## config.mk

```make
export PLATFORM = sky130hd
export DESIGN_NAME = wb_arb2
export DESIGN_NICKNAME = d
export VERILOG_FILES = /design/src/rtl/wb_arb2.sv
export SDC_FILE = /design/constraint.sdc
export NUM_CORES = 1
export LEC_CHECK = 0
export CAP_MARGIN = 20
export CORE_AREA = 8 8 118 120
export CTS_BUF_LIST = sky130_fd_sc_hd__clkbuf_4 sky130_fd_sc_hd__clkbuf_8
export DETAILED_ROUTE_END_ITERATION = 7
export DIE_AREA = 0 0 126 128
export GPL_TIMING_DRIVEN = 1
export PLACE_DENSITY = 0.7
export SYNTH_ARGS = -nofsm -noshare
export SYNTH_HDL_FRONTEND = slang
export SYNTH_SLANG_ARGS = --single-unit
export TNS_END_PERCENT = 50
```

## constraint.sdc

```tcl
create_clock -name clk -period 5.61 [get_ports clk]
set_clock_uncertainty 0.15 [all_clocks]
set_input_delay 1.122 -clock clk [delete_from_list [all_inputs] [get_ports clk]]
set_output_delay 1.122 -clock clk [all_outputs]
set_load 0.005 [all_outputs]
```

## src/rtl/wb_arb2.sv

```systemverilog
// wb_arb2: two-master / one-slave Wishbone classic arbiter.
//
// Master 0 is the core data port and master 1 is the debug/DMA port. Both share
// one peripheral slave. Ownership is round-robin and is held for the whole bus
// cycle, which lasts as long as the owner's cyc is high. An optional ack
// timeout ends a hung cycle with a one-cycle err pulse to the owner.
//
// Handshake: a master requests by raising mX_cyc_i. Each beat is mX_stb_i high
// until the cycle where mX_ack_o or mX_err_o is high. Ack and rdata come
// straight from the slave, with no register stage. Err comes only from the
// timeout.
//
// Ports:
//   clk, rst          clock; synchronous active-high reset
//   mX_cyc_i/stb_i/we_i/addr_i/wdata_i/sel_i   master X request
//   mX_rdata_o/ack_o/err_o                     master X response
//   s_cyc_o/stb_o/we_o/addr_o/wdata_o/sel_o    slave request (owner's signals)
//   s_rdata_i/ack_i                            slave response
//   grant_o           one-hot owner {m1,m0}; 00 when idle
//   dbg_state_o       FSM state (0 idle, 1 busy, 2 abort, 3 drain)
module wb_arb2 #(
  parameter int WB_AD_WIDTH  = 32,
  parameter int WB_DAT_WIDTH = 32,
  parameter int TIMEOUT      = 64
) (
  input  logic                      clk,
  input  logic                      rst,
  input  logic                      m0_cyc_i,
  input  logic                      m0_stb_i,
  input  logic                      m0_we_i,
  input  logic [WB_AD_WIDTH-1:0]    m0_addr_i,
  input  logic [WB_DAT_WIDTH-1:0]   m0_wdata_i,
  input  logic [WB_DAT_WIDTH/8-1:0] m0_sel_i,
  output logic [WB_DAT_WIDTH-1:0]   m0_rdata_o,
  output logic                      m0_ack_o,
  output logic                      m0_err_o,
  input  logic                      m1_cyc_i,
  input  logic                      m1_stb_i,
  input  logic                      m1_we_i,
  input  logic [WB_AD_WIDTH-1:0]    m1_addr_i,
  input  logic [WB_DAT_WIDTH-1:0]   m1_wdata_i,
  input  logic [WB_DAT_WIDTH/8-1:0] m1_sel_i,
  output logic [WB_DAT_WIDTH-1:0]   m1_rdata_o,
  output logic                      m1_ack_o,
  output logic                      m1_err_o,
  output logic                      s_cyc_o,
  output logic                      s_stb_o,
  output logic                      s_we_o,
  output logic [WB_AD_WIDTH-1:0]    s_addr_o,
  output logic [WB_DAT_WIDTH-1:0]   s_wdata_o,
  output logic [WB_DAT_WIDTH/8-1:0] s_sel_o,
  input  logic [WB_DAT_WIDTH-1:0]   s_rdata_i,
  input  logic                      s_ack_i,
  output logic [1:0]                grant_o,
  output logic [1:0]                dbg_state_o
);

  typedef enum logic [1:0] {
    IDLE  = 2'd0,
    BUSY  = 2'd1,
    ABORT = 2'd2,
    DRAIN = 2'd3
  } state_t;

  // The stall counter is compared against the last count before an abort.
  // That value is forced to 0 when the timeout is disabled, because the abort
  // branch is never taken in that case.
  localparam logic [7:0] CNT_LAST = (TIMEOUT > 0) ? 8'(TIMEOUT - 1) : 8'd0;

  state_t     state, state_nx;
  logic       owner, owner_nx;           // 0 = m0, 1 = m1
  logic       last_grant, last_grant_nx; // previous owner; loses the next tie
  logic [7:0] cnt, cnt_nx;               // consecutive stalled beats
  logic       own_cyc, own_stb;

  assign own_cyc     = owner ? m1_cyc_i : m0_cyc_i;
  assign own_stb     = owner ? m1_stb_i : m0_stb_i;
  assign dbg_state_o = state;

  always_ff @(posedge clk) begin
    if (rst) begin
      state      <= IDLE;
      owner      <= 1'b0;
      last_grant <= 1'b1;
      cnt        <= 8'd0;
    end else begin
      state      <= state_nx;
      owner      <= owner_nx;
      last_grant <= last_grant_nx;
      cnt        <= cnt_nx;
    end
  end

  // Next-state logic. The counter clears by default. It holds a nonzero
  // value only while BUSY stays BUSY with the owner stalled.
  always_comb begin
    state_nx      = state;
    owner_nx      = owner;
    last_grant_nx = last_grant;
    cnt_nx        = 8'd0;
    case (state)
      IDLE: begin
        if (m0_cyc_i && m1_cyc_i) begin
          owner_nx = ~last_grant;
          state_nx = BUSY;
        end else if (m0_cyc_i) begin
          owner_nx = 1'b0;
          state_nx = BUSY;
        end else if (m1_cyc_i) begin
          owner_nx = 1'b1;
          state_nx = BUSY;
        end
      end
      BUSY: begin
        if (!own_cyc) begin
          // Passing through IDLE keeps a late ack away from the next owner.
          state_nx      = IDLE;
          last_grant_nx = owner;
        end else if ((TIMEOUT > 0) && own_stb && !s_ack_i) begin
          if (cnt == CNT_LAST) state_nx = ABORT;
          else                 cnt_nx   = cnt + 8'd1;
        end
      end
      ABORT: begin
        if (!own_cyc) begin
          state_nx      = IDLE;
          last_grant_nx = owner;
        end else begin
          state_nx = DRAIN;
        end
      end
      DRAIN: begin
        if (!own_cyc) begin
          state_nx      = IDLE;
          last_grant_nx = owner;
        end
      end
      default: state_nx = IDLE;
    endcase
  end

  // Output steering. The slave sees the owner only in BUSY. ABORT and DRAIN
  // hold the bus with cyc low until the owner gives up. Any slave ack in
  // those states is dropped.
  always_comb begin
    s_cyc_o    = 1'b0;
    s_stb_o    = 1'b0;
    s_we_o     = 1'b0;
    s_addr_o   = '0;
    s_wdata_o  = '0;
    s_sel_o    = '0;
    m0_rdata_o = '0;
    m0_ack_o   = 1'b0;
    m0_err_o   = 1'b0;
    m1_rdata_o = '0;
    m1_ack_o   = 1'b0;
    m1_err_o   = 1'b0;
    grant_o    = 2'b00;
    if (state != IDLE) grant_o = owner ? 2'b10 : 2'b01;
    if (state == BUSY) begin
      if (owner) begin
        s_cyc_o    = m1_cyc_i;
        s_stb_o    = m1_stb_i;
        s_we_o     = m1_we_i;
        s_addr_o   = m1_addr_i;
        s_wdata_o  = m1_wdata_i;
        s_sel_o    = m1_sel_i;
        m1_ack_o   = s_ack_i;
        m1_rdata_o = s_rdata_i;
      end else begin
        s_cyc_o    = m0_cyc_i;
        s_stb_o    = m0_stb_i;
        s_we_o     = m0_we_i;
        s_addr_o   = m0_addr_i;
        s_wdata_o  = m0_wdata_i;
        s_sel_o    = m0_sel_i;
        m0_ack_o   = s_ack_i;
        m0_rdata_o = s_rdata_i;
      end
    end
    if (state == ABORT) begin
      m0_err_o = ~owner;
      m1_err_o = owner;
    end
  end

endmodule

```

==> summary.md, run 1 <==
| Metric | Value |
|---|---|
| Hold Vio Cnt, Final | 0 |
| Post-DP HPWL | 10,900 µm |
| Hold path start | cnt[0]$_SDFF_PP0_ |
| Post-synth cell types | 31 |
| CP endpoint kind | output pin |
| CP arrival | 2550 ps |
| Reg2reg end | cnt[4]$_SDFF_PP0_ |
| Worst r2r path cells | 4 |
| Crit path required time | 4340 ps |
| CTS tree | yes |
| Bufs and invs on worst path | 3 |
| Maximum Capacitance Violations | 0 |
| Leakage | 0.00207 µW |
| Via density | 4.31 |
| DR iter-0 viols | 131 |
| Final setup viols | 0 |
| Die area | 16,100 µm² |
| Ranking of synthesized cells by area | mux2i_1, nor2_1, dfxtp_1 |
| # DRC | 0 |
| Maximum vdd drop | 0.0699 mV |
| Critical Path Start Type | flip-flop |
| RSZ-0062 raised after global routing | false |
| Top FF cell, synth | dfxtp_1 |
| Total Routing Usage GR | 14.3% |
| Routed len/inst | 16.5 µm |
| Worst-path cell chain | or2b_2 > buf_4 > nor2_1 > buf_4 > and2_1 > clkdlybuf4s50_1 |
| Register area share after synthesis | 11.5% |
| Levels on crit path | 6 |
| Final Cell Area | 5450 µm² |
| Final WL | 12,500 µm |
| Fillers | 1,207 |
| Fin cells | 753 |
| Worst slew margin | 52.0% |
| Ys async rst share | 0% |
| Final worst-path cycle share | 68.2% |
| Gr ovfl total | 0 |
| Mapped cell area | 2080 µm² |
| PostCTS Resize Cnt | 0 |
| CTS Buf Count | 3 |
| Top cell family by delay on the critical path | buffers and inverters |
| Yosys top cell area share | 34.1% |
| Antenna diode count | 0 |
| Dpl cell area | 5400 µm² |
| Top-count cell post-synth | nor2_1 |
| First-pass GRT wire length | 19,000 µm |
| Core area | 12,200 µm² |
| Clock-pin slew on the worst setup and hold paths | 60 ps |
| Synth Register Bits | 12 |
| R2R Path Start | owner$_SDFFE_PP0P_ |
| Synth cell count leaders | nor2_1, mux2i_1, and2_1, and3_1, clkbuf_1 |
| Number of setup buffers added after CTS | 0 |
| Most frequent CP cell | buf_4 |
| CP max FO | 72 |
| Initial core utilization | 17.1% |
| Num rows | 41 |
| Post-synth EDFFs | 0 |
| Die Width | 126 µm |
| Slew at the pin closest to its max-slew limit | 719 ps |
| Routability cong. | 0.846 |
| CP endpoint | m0_rdata_o[31] |
| CTS sink count | 12 |
| Max-slew violation count | 0 |
| Worst setup path class | flip-flop to output pin |
| Status | finished, final reports clean |
| Via count | 3,248 |
| Avg Inst Size Synth | 6.87 µm² |
| Routed Antenna Nets | 0 |
| Post-layout util | 44.7% |
| Antenna violations before repair | 0 |
| Worst min-delay path class | flip-flop to flip-flop |
| Die Ht | 128 µm |
| Hold Slack | 367 ps |
| Setup TNS | 0 ps |
| Largest net degree at the start of global routing | 73 |
| Inst Count DP | 749 |
| Nets | 782 |
| Ports | 320 |
| DRT Pass-1 Iters | 4 |
| Biggest area consumer among synthesized cells | mux2i_1 |
| Buffers added on ports | 319 |
| CP peak stage delay | 520 ps |
| Vias in the first global route | 3,412 |
| Hold Buf Count CTS | 0 |
| R2R Setup Slk | 3100 ps |
| Fin crit period | 3820 ps |
| CTS H-tree depth | 1 |
| Share of layout cells above drive strength 1 | 2.16% |
| Clk_lat worst skew | 240 ps |
| Syn_nets | 481 |
| Mapped Cells | 303 |
| F_max | 0.262 GHz |
| Ys Warns | 0 |
| CP max-delay cell | clkdlybuf4s50_1 |
| Deepest clock path buffer count | 2 |
| Crit path launch | dbg_state_o[0]$_SDFFE_PP0P_ |
| Syn-to-layout area delta | 162% |
| PD cells | 103 nW/µm² |
| CTS Root Cell | clkbuf_8 |
[registers in the layout, indices dropped and copies added, names as in the netlist]
signal and flops:
last_grant 1, dbg_state_o 2, owner 1, cnt 8
[worst reg2reg max path, delay by kind of cell, from the launching register on]
kind | cells | cell delay [ps]
AND/OR/NAND/NOR | 2 | 950
buffers and inverters | 1 | 370
multiplexers | 1 | 210
flip-flops | 1 | 750
[kinds of logic after synthesis]
kind of cell | share of synthesized area (%)
DFF | 11.5
and+or+nand+nor | 41.7
buffers and inverters | 6.13
adders and majority gates | 0.601
xor gates and xnor gates | 1.26
muxes | 34.1
AOI/OAI and AO/OA | 4.63
[through the flow]
stage	total power [µW]	worst slack, ps
4_1_cts	567	1710
3_5_place_dp	471	1870
3_3_place_gp	466	1900
6_report	560	1790
5_1_grt	599	1550
2_1_floorplan	214	2920
[where the power goes]
part           total, µW  internal [µW]  leakage [µW]  switching [µW]
Clock               94.9           62.0     0.0000288            32.9
Sequential          99.4           87.5     0.0000981            11.9
Combinational        366            249       0.00194             117
[how the worst min path moves through the flow]
stage	end	slack, ps	cells past startpoint
after floorplan	cnt[7]$_SDFF_PP0_	320	2
after global placement	cnt[7]$_SDFF_PP0_	330	2
after detailed placement	cnt[0]$_SDFF_PP0_	360	1
after CTS	cnt[0]$_SDFF_PP0_	370	1
after global routing	cnt[7]$_SDFF_PP0_	390	2
final	cnt[0]$_SDFF_PP0_	370	1
[layer usage]
| layer | up-vias | GRT usage (%) | share of wire (%) |
|---|---|---|---|
| met5 | - | 0 | 0 |
| met4 | 0 | 2.34 | 0.85 |
| met3 | 8 | 5.07 | 9.5 |
| met1 | 1440 | 14.9 | 36 |
| met2 | 167 | 27.3 | 53 |
| li1 | 1633 | - | - |
[cell usage in the layout, fill, tap and decap left out, drive strengths merged, types with 2 or more instances in the layout]
master | Yosys | routed
clkdlybuf4s50 | 0 | 319
nor2 | 78 | 78
mux2i | 71 | 71
and2 | 34 | 34
and3 | 33 | 33
dfxtp | 12 | 12
nand3 | 5 | 5
a21oi | 5 | 5
inv | 4 | 4
o21ai | 4 | 4
clkbuf | 18 | 4
buf | 9 | 4
nor3 | 3 | 3
o21bai | 3 | 3
nor3b | 2 | 2
or4 | 2 | 2
nand2 | 2 | 2
or3 | 2 | 2
xor2 | 2 | 2
or2b | 2 | 2
or3b | 2 | 2
[layout make-up]
type | count | area, µm² | share of cell area (%)
Clock buffer | 4 | 55.1 | 1.01
Inverter | 4 | 15.0 | 0.275
Multi-Input combinational cell | 260 | 1720 | 31.5
Sequential cell | 12 | 244 | 4.47
Tap cell | 150 | 188 | 3.44
Timing Repair Buffer | 323 | 3240 | 59.3
(Power assumes the default switching activity.)
==> inputs of run 2 (changes only) <==
--- a/config.mk
+++ b/config.mk
@@ -6,12 +6,12 @@
 export NUM_CORES = 1
 export LEC_CHECK = 0
 export CAP_MARGIN = 20
-export CORE_AREA = 8 8 118 120
+export CORE_AREA = 8 8 117 119
 export CTS_BUF_LIST = sky130_fd_sc_hd__clkbuf_4 sky130_fd_sc_hd__clkbuf_8
 export DETAILED_ROUTE_END_ITERATION = 7
-export DIE_AREA = 0 0 126 128
+export DIE_AREA = 0 0 125 127
 export GPL_TIMING_DRIVEN = 1
-export PLACE_DENSITY = 0.7
+export PLACE_DENSITY = 0.71
 export SYNTH_ARGS = -nofsm -noshare
 export SYNTH_HDL_FRONTEND = slang
 export SYNTH_SLANG_ARGS = --single-unit
==> constraint.sdc (replaced) <==
create_clock -name clk -period 3.6 [get_ports clk]
set_clock_uncertainty 0.15 [all_clocks]
set_input_delay 0.72 -clock clk [delete_from_list [all_inputs] [get_ports clk]]
set_output_delay 0.72 -clock clk [all_outputs]
set_load 0.005 [all_outputs]
==> summary.md, run 2 (synthesized netlist as in run 1, its figures left out) <==
| Metric | Value |
|---|---|
| Via density | 4.38 (+1.5%) |
| Final Cell Area | 5450 µm² (about the same) |
| Antenna diode count | 0 (unchanged) |
| Deepest clock path buffer count | 2 (unchanged) |
| CTS tree | yes |
| Setup WS post-layout | 499 ps (-1290 ps) |
| CTS H-tree depth | 1 (unchanged) |
| CP endpoint kind | output pin |
| Worst min-delay path class | flip-flop to flip-flop |
| DR iter-0 viols | 152 (+16%) |
| Commonest non-fill, non-tap cell in the layout | clkdlybuf4s50_1 |
| Setup TNS | 0 ps (unchanged) |
| Die area | 15,900 µm² (-1.6%) |
| Final worst-path cycle share | 86.1% |
| Max FFs per register | 8 (unchanged) |
| PostCTS Resize Cnt | 0 (unchanged) |
| Hold Buf Count CTS | 0 (unchanged) |
| Core area | 11,800 µm² (-3.3%) |
| Via count | 3,289 (+1.3%) |
| Vias in the first global route | 3,508 (+2.8%) |
| Dpl cell area | 5400 µm² (about the same) |
| Hold EP | cnt[7]$_SDFF_PP0_ |
| Nets | 783 (+0.13%) |
| Final setup viols | 0 (unchanged) |
| Hold path start | cnt[7]$_SDFF_PP0_ |
| CP arrival | 2230 ps (-320 ps) |
| Inst Count DP | 747 (-0.27%) |
| Maximum Capacitance Violations | 0 (unchanged) |
| Die Width | 125 µm (-0.79%) |
| Ports | 320 (unchanged) |
| Worst-path cell chain | or2b_2 > buf_4 > nor2_1 > clkdlybuf4s50_1 |
| R2R Path Start | owner$_SDFFE_PP0P_ |
| Syn-to-layout area delta | 162% (about the same) |
| Hold Path Depth | 2 (+1) |
| Routed len/inst | 17.5 µm (+5.5%) |
| Total Routing Usage GR | 15.2% (+0.82 points) |
| Most flops, register | cnt |
| Maximum vdd drop | 0.0842 mV (+20%) |
| CTS Root Cell | clkbuf_8 |
| Commonest cells after routing, fill and taps aside | clkdlybuf4s50_1, nor2_1, mux2i_1 |
| Initial core utilization | 17.6% (+0.57 points) |
| DRT Pass-1 Iters | 4 (unchanged) |
| Share of layout cells above drive strength 1 | 2.32% (+0.16 points) |
| Hold Vio Cnt, Final | 0 (unchanged) |
| PD cells | 158 nW/µm² (+54%) |
| Critical Path Start Type | flip-flop |
| # DRC | 0 (unchanged) |
| Buffers added on ports | 319 (unchanged) |
| First-pass GRT wire length | 19,700 µm (+3.7%) |
| CP peak stage delay | 560 ps (+40 ps) |
| Worst setup path class | flip-flop to output pin |
| Routability cong. | 0.815 (-3.7%) |
| Worst r2r path cells | 3 (-1) |
| Die Ht | 127 µm (-0.78%) |
| Max-slew violation count | 0 (unchanged) |
| Status | finished, final reports clean |
| Reg2reg end | cnt[5]$_SDFF_PP0_ |
| Post-layout util | 46.1% (+1.5 points) |
| Worst slew margin | 50.7% (-1.3 points) |
| Final WL | 13,100 µm (+5.3%) |
| Largest net degree at the start of global routing | 72 (-1.4%) |
| CP max-delay cell | clkdlybuf4s50_1 |
| Gr ovfl total | 0 (unchanged) |
| Crit path required time | 2730 ps (-1610 ps) |
| CTS sink count | 12 (unchanged) |
| Post-placement setup slack | 670 ps (-1200 ps) |
| Clock-pin slew on the worst setup and hold paths | 50 ps (about the same) |
| Num rows | 40 (-2.4%) |
| R2R Setup Slk | 1560 ps (-1540 ps) |
| Routed Antenna Nets | 0 (unchanged) |
| Fin crit period | 3100 ps |
| Slew at the pin closest to its max-slew limit | 739 ps (+19.4 ps) |
| CP max FO | 71 (-1.4%) |
| Clk_lat worst skew | 240 ps (about the same) |
| Post-DP HPWL | 11,300 µm (+4.0%) |
| CTS Buf Count | 3 (unchanged) |
| Leakage | 0.00207 µW (+0.13%) |
| Number of setup buffers added after CTS | 0 (unchanged) |
| RSZ-0062 raised after global routing | false |
| Fin cells | 751 (-0.27%) |
| F_max | 0.322 GHz |
| Antenna violations before repair | 0 (unchanged) |
run 2: changes by cell type in the layout (fill, tap and decap cells not counted):
cell	change
clkbuf_4	+1
buf_4	+1
clkbuf_8	-1
run 2: final cells by class:
cell class,instances,area [µm²]
fill,1171,6360
timing repair buffer,324,3240
multi-input combinational,260,1720
sequential,12,244
tap,147,184
clock buffer,4,48.8
inverter,4,15.0
run 2: per-stage QoR:
step / power (µW) / hold WS (ps)
after global placement: 730 / 331
after global routing: 920 / 408
final: 861 / 367
after CTS: 873 / 365
after detailed placement: 739 / 356
after floorplan: 333 / 317
run 2: critical path: cells and delay by family (launching register included):
| family | cells | cell delay (ps) |
|---|---|---|
| DFF | 1 | 500 |
| buffers and inverters | 2 | 880 |
| and+or+nand+nor | 2 | 550 |
run 2: worst max-delay path by stage:
| stage | from | endpoint | slack [ps] | depth (start not counted) |
|---|---|---|---|---|
| floorplan | dbg_state_o[0]$_SDFFE_PP0P_ | m0_rdata_o[10] | 1330 | 5 |
| global placement | m0_cyc_i | s_cyc_o | 690 | 4 |
| detailed placement | m0_cyc_i | s_cyc_o | 670 | 4 |
| CTS | dbg_state_o[0]$_SDFFE_PP0P_ | s_wdata_o[21] | 490 | 4 |
| global route | dbg_state_o[0]$_SDFFE_PP0P_ | m0_rdata_o[6] | 360 | 5 |
| finish | dbg_state_o[0]$_SDFFE_PP0P_ | s_we_o | 500 | 4 |
run 2: power breakdown:
part / leakage (µW) / switching [µW] / internal [µW]
registers: 0.0000981 / 13.7 / 137
clock network: 0.0000262 / 45.7 / 85.2
logic: 0.00195 / 192 / 389
total: 0.00207 / 251 / 610
run 2: routing by layer:
metal / wire (µm) / GRT usage [%] / up-vias
li1: - / - / 1633
met5: 0 / 0 / -
met3: 1340 / 6.07 / 14
met2: 6970 / 29.2 / 184
met1: 4520 / 14.6 / 1458
met4: 284 / 4.08 / 0
